`src/rtl/stochastic_phase_controller.sv`:
```
// Stochastic-search phase control unit for the MCMC solver.
// Follows the top-level phase code, latches the clause mask and flip budget on
// phase entry, and runs a gain-search / flip loop until every clause is
// satisfied, the budget runs out, or the top level aborts the phase.
// State and outputs update on the falling clock edge; reset is async active-low.
module stochastic_phase_controller #(
    parameter int          MAXIMUM_BIT_WIDTH_OF_CLAUSES_INDEX = 2,
    parameter int          ITER_WIDTH                         = 8,
    parameter logic [7:0]  SETUP_CODE                         = 8'd1,
    parameter logic [7:0]  STOCHASTIC_CODE                    = 8'd3,
    localparam int         N = 2 ** MAXIMUM_BIT_WIDTH_OF_CLAUSES_INDEX
) (
    input  logic                  in_clk,
    input  logic                  in_rst_n,
    input  logic [7:0]            in_current_state,
    input  logic [N-1:0]          in_clauses_enble,
    input  logic [ITER_WIDTH-1:0] in_max_iterations,
    input  logic                  in_gain_valid,
    input  logic                  in_all_satisfied,
    output logic [N-1:0]          out_clauses_enble,
    output logic                  out_find_best_gain_enable,
    output logic                  out_flip_enable,
    output logic [ITER_WIDTH-1:0] out_iteration_count,
    output logic                  out_ready,
    output logic                  out_timeout
);

    typedef enum logic [2:0] {
        ST_IDLE   = 3'd0,
        ST_SETUP  = 3'd1,
        ST_SEARCH = 3'd2,
        ST_FLIP   = 3'd3,
        ST_DONE   = 3'd4
    } state_e;

    state_e                state_q, state_d;
    logic [N-1:0]          mask_q, mask_d;
    logic [ITER_WIDTH-1:0] budget_q, budget_d;
    logic [ITER_WIDTH-1:0] cnt_q, cnt_d;
    logic                  timeout_q, timeout_d;
    logic                  gain_q, flip_q, ready_q;

    logic is_setup, is_stoch;
    assign is_setup = (in_current_state == SETUP_CODE);
    assign is_stoch = (in_current_state == STOCHASTIC_CODE);

    // Next-state logic; the setup code overrides every state.
    always_comb begin
        state_d   = state_q;
        mask_d    = mask_q;
        budget_d  = budget_q;
        cnt_d     = cnt_q;
        timeout_d = timeout_q;
        if (is_setup) begin
            state_d   = ST_SETUP;
            cnt_d     = '0;
            timeout_d = 1'b0;
        end else begin
            case (state_q)
                ST_IDLE, ST_SETUP: begin
                    if (is_stoch) begin
                        // Phase entry: mask and budget are frozen until the next entry.
                        state_d   = ST_SEARCH;
                        mask_d    = in_clauses_enble;
                        budget_d  = in_max_iterations;
                        cnt_d     = '0;
                        timeout_d = 1'b0;
                    end else begin
                        state_d = ST_IDLE;
                    end
                end
                ST_SEARCH: begin
                    if (!is_stoch) begin
                        // Abort: counter is left as-is for debug.
                        state_d = ST_IDLE;
                    end else if (in_all_satisfied) begin
                        state_d   = ST_DONE;
                        timeout_d = 1'b0;
                    end else if (in_gain_valid) begin
                        // Count on entry to FLIP so the count is valid with the strobe.
                        state_d = ST_FLIP;
                        if (cnt_q != '1) begin
                            cnt_d = cnt_q + ITER_WIDTH'(1);
                        end
                    end
                end
                ST_FLIP: begin
                    if ((budget_q != '0) && (cnt_q == budget_q)) begin
                        state_d   = ST_DONE;
                        timeout_d = 1'b1;
                    end else begin
                        state_d = ST_SEARCH;
                    end
                end
                ST_DONE: begin
                    if (!is_stoch) begin
                        state_d = ST_IDLE;
                    end
                end
                default: state_d = ST_IDLE;
            endcase
        end
    end

    // State and Moore outputs registered from the next state on the falling edge.
    always_ff @(negedge in_clk or negedge in_rst_n) begin
        if (!in_rst_n) begin
            state_q   <= ST_IDLE;
            mask_q    <= '0;
            budget_q  <= '0;
            cnt_q     <= '0;
            timeout_q <= 1'b0;
            gain_q    <= 1'b0;
            flip_q    <= 1'b0;
            ready_q   <= 1'b0;
        end else begin
            state_q   <= state_d;
            mask_q    <= mask_d;
            budget_q  <= budget_d;
            cnt_q     <= cnt_d;
            timeout_q <= timeout_d;
            gain_q    <= (state_d == ST_SEARCH);
            flip_q    <= (state_d == ST_FLIP);
            ready_q   <= (state_d == ST_DONE);
        end
    end

    assign out_clauses_enble         = mask_q;
    assign out_find_best_gain_enable = gain_q;
    assign out_flip_enable           = flip_q;
    assign out_iteration_count       = cnt_q;
    assign out_ready                 = ready_q;
    assign out_timeout               = timeout_q;

endmodule

```
`config.mk`:
```
export PLATFORM = sky130hd
export DESIGN_NAME = stochastic_phase_controller
export DESIGN_NICKNAME = d
export VERILOG_FILES = /design/src/rtl/stochastic_phase_controller.sv
export SDC_FILE = /design/constraint.sdc
export NUM_CORES = 1
export LEC_CHECK = 0
export CAP_MARGIN = 0
export CORE_MARGIN = 4
export CORE_UTILIZATION = 33
export CTS_BUF_LIST = sky130_fd_sc_hd__clkbuf_8
export DETAILED_ROUTE_END_ITERATION = 7
export DONT_BUFFER_PORTS = 1
export SLEW_MARGIN = 30
export SYNTH_ARGS = -nofsm -noshare
export SYNTH_HDL_FRONTEND = slang
export SYNTH_SLANG_ARGS = --single-unit
```
`constraint.sdc`:
```
create_clock -name in_clk -period 2.5 [get_ports in_clk]
set_input_delay 0.75 -clock in_clk [delete_from_list [all_inputs] [get_ports in_clk]]
set_output_delay 0.75 -clock in_clk [all_outputs]
set_load 0.02 [all_outputs]
```
==> reports/summary.txt <==
number of port buffers: 0
DP Worst Slack: -1330 ps
DR vias: 1089
CTS root buf: clkbuf_8
post-synthesis net count: 157
grt ovf: 0
CTS sink cnt: 27
post-route cell area: 1660 sq um
Avg WL per Cell: 15.2 um
vias in the first global route: 1160
crit path buf inv count: 1
vias per cell: 5.47
First-pass DRT Iterations: 4
routability-driven placement congestion ratio: 0.867
Clk Latency, worst-skew pair: 280 ps
first-pass GRT wire length: 5280 um
Slew @ Worst Pin: 624 ps
top post-synthesis cells by area: dfrtn_1 (49%), mux2_2 (8.1%), xor2_1 (3.8%)
share of cells above drive strength 1: 0.336
final worst slack: -991 ps
Max Clock Skew: 1.04 ps
CP Launch Type: input pin
CTS Hold Bufs: 0
Storage cell area: 676 sq um
GRT Overall Usage: 0.125
status: finished with violations
Ant. Diodes: 0
# nets final: 175
kind of end point of the critical path: flop
Hold/Removal Path Class: reg2reg
Pleak: 0.750 nW
CTS tree: done
post-synthesis cell count: 132
CP max stage delay: 520 ps
clock transition at the registers of the reported paths: 60 ps
Max Cap Viol: 0
syn avg cell area: 10.5 sq um
Die Y: 72.7 um
DR DRC count: 0
area of the multi-input gates: 719 sq um
Tot Pwr: 0.782 mW
Seq/Total Area, Yosys: 0.489
top-area cell type share of the netlist area: 0.489
unrepaired setup endpoints after global routing: true
yosys warns: 0
DRT iter0 DRCs: 56
final setup TNS: -26950 ps
H-tree levels: 1
Die X: 72.7 um
slowest CP cell: or4b_4
Max Fanout on Critical Path: 6
starting density of the core: 0.343
Cell Chain, Critical Path: or4b_4 > buf_4 > or2_1 > a32o_2 > or3_1 > o31ai_1
clock buffer count from CTS: 3
CTS Buffer Depth: 2
total of fill cells in the finished design: 414
Final Max Slew Viols: 0
hold slack final: 495 ps
worst endpoint required time: 1530 ps
Final Hold Fails: 0
io pins: 40
relative slew slack: 0.573
final setup fails: 43
Synth cell types: 40
Post-DRT Antenna Nets: 0
Synth Cell Area: 1380 sq um
Core Footprint: 4030 sq um
dpl hpwl: 2300 um
initial antenna violation count: 0
most common cell after layout, fill and taps aside: dfrtn_1
Row Count: 23
total die area: 5290 sq um
Layout area overhead: 20.2%
commonest non-fill, non-tap cells in the layout: dfrtn_1 (27), buf_4 (17), nor2_1 (11)
CP top delay family: simple AND/OR/NAND/NOR gates
CP arrival: 2520 ps
Seq cells post-synth: 27
violated checks: negative setup slack
Max VDD drop: 279 uV
placed cell areas: 1550 sq um
PD cells: 470 nW/um^2
critical path class: in2reg
maximum number of pins on one net before global-route repair: 28
Yosys top cell by area: dfrtn_1
Routed WL: 3020 um
cells in the mapped netlist:
master / count
nand3_1: 5
or2_1: 1
dfrtn_1: 27
o21ai_0: 3
xnor2_1: 2
nand2_1: 7
nor4_1: 3
nand4_1: 2
nand3b_1: 1
mux2_2: 10
o31ai_1: 4
o31ai_2: 1
o211ai_1: 2
nor2_1: 12
xor2_1: 6
and3_1: 1
a32o_1: 1
a21boi_0: 1
nor2b_1: 2
buf_6: 1
a21oi_1: 5
a22oi_1: 1
o21ai_1: 7
or2_2: 2
a2111oi_0: 1
or4_1: 2
nand2b_1: 1
or2_4: 1
clkbuf_1: 4
a31oi_1: 1
buf_2: 1
or4b_1: 1
inv_1: 2
a311o_1: 1
or4b_2: 1
mux2_1: 2
or3_1: 4
ha_1: 1
or4_4: 1
o2111ai_1: 1
stage by stage:
step / util / instances
6_report: 0.412 / 199
5_1_grt: 0.412 / 199
4_1_cts: 0.412 / 199
3_5_place_dp: 0.386 / 194
3_3_place_gp: 0.386 / 194
2_1_floorplan: - / 132
kinds of logic after synthesis:
family | after synthesis | share of synthesized area
AND/OR/NAND/NOR | 47 | 0.187
AO/OA/AOI/OAI | 29 | 0.138
flip-flops | 27 | 0.489
multiplexers | 12 | 0.0977
XOR/XNOR | 8 | 0.0507
buffers and inverters | 8 | 0.0280
adder cells (fa/ha/maj) | 1 | 0.00905
worst register-to-register path: stages, from the launching register on:
cell	delay (ps)
dfrtn_1	530
buf_4	200
xnor2_1	120
nand2_1	70
a2111oi_0	510
nand4_1	330
a21oi_1	230
routing by layer:
layer | vias up | share of wire | GRT usage
met5 | - | 0 | 0
met4 | 0 | 0.0063 | 0.0328
met3 | 2 | 0.087 | 0.0455
met2 | 33 | 0.47 | 0.202
met1 | 533 | 0.44 | 0.157
li1 | 521 | - | -
where the power goes:
group	internal, mW	switching [mW]
clock	0.112	0.132
sequential	0.460	0.0287
combinational	0.0299	0.0201
registers in the layout, indices dropped and copies added (netlist names):
name / flops
out_find_best_gain_enable: 1
out_timeout: 1
state_q: 3
out_ready: 1
budget_q: 8
out_clauses_enble: 4
out_flip_enable: 1
out_iteration_count: 8
timing repair:
| action | 4_1_cts | 5_1_grt |
|---|---|---|
| hold endpoints to repair | 0 | 0 |
| cloned | 1 | 0 |
| resized for setup | 15 | 0 |
| endpoints found under the setup margin | 43 | 43 |
| setup buffers | 0 | 0 |
| pin swaps | 4 | 0 |
final cells by class:
class | count | area share
flip-flops and latches | 27 | 0.407
multi-input cells | 97 | 0.433
repair buffers | 19 | 0.0904
inverters | 2 | 0.00452
clock inverters | 1 | 0.00301
clock buffers | 3 | 0.0248
well taps | 50 | 0.0377
path summary, 6_finish.rpt:
check	cells after the start	to	from	slack [ps]
max in group asynchronous	0	out_find_best_gain_enable	in_rst_n	1100
min in group asynchronous	0	out_clauses_enble[0]	in_rst_n	1300
worst min-delay path	1	budget_q[5]	budget_q[5]	490
worst max-delay path	6	out_iteration_count[7]	in_current_state[5]	-990
worst max register to register	6	out_timeout	out_iteration_count[4]	550
worst min register to register	1	budget_q[5]	budget_q[5]	490
No activity file was read; power rests on OpenSTA's default activity.
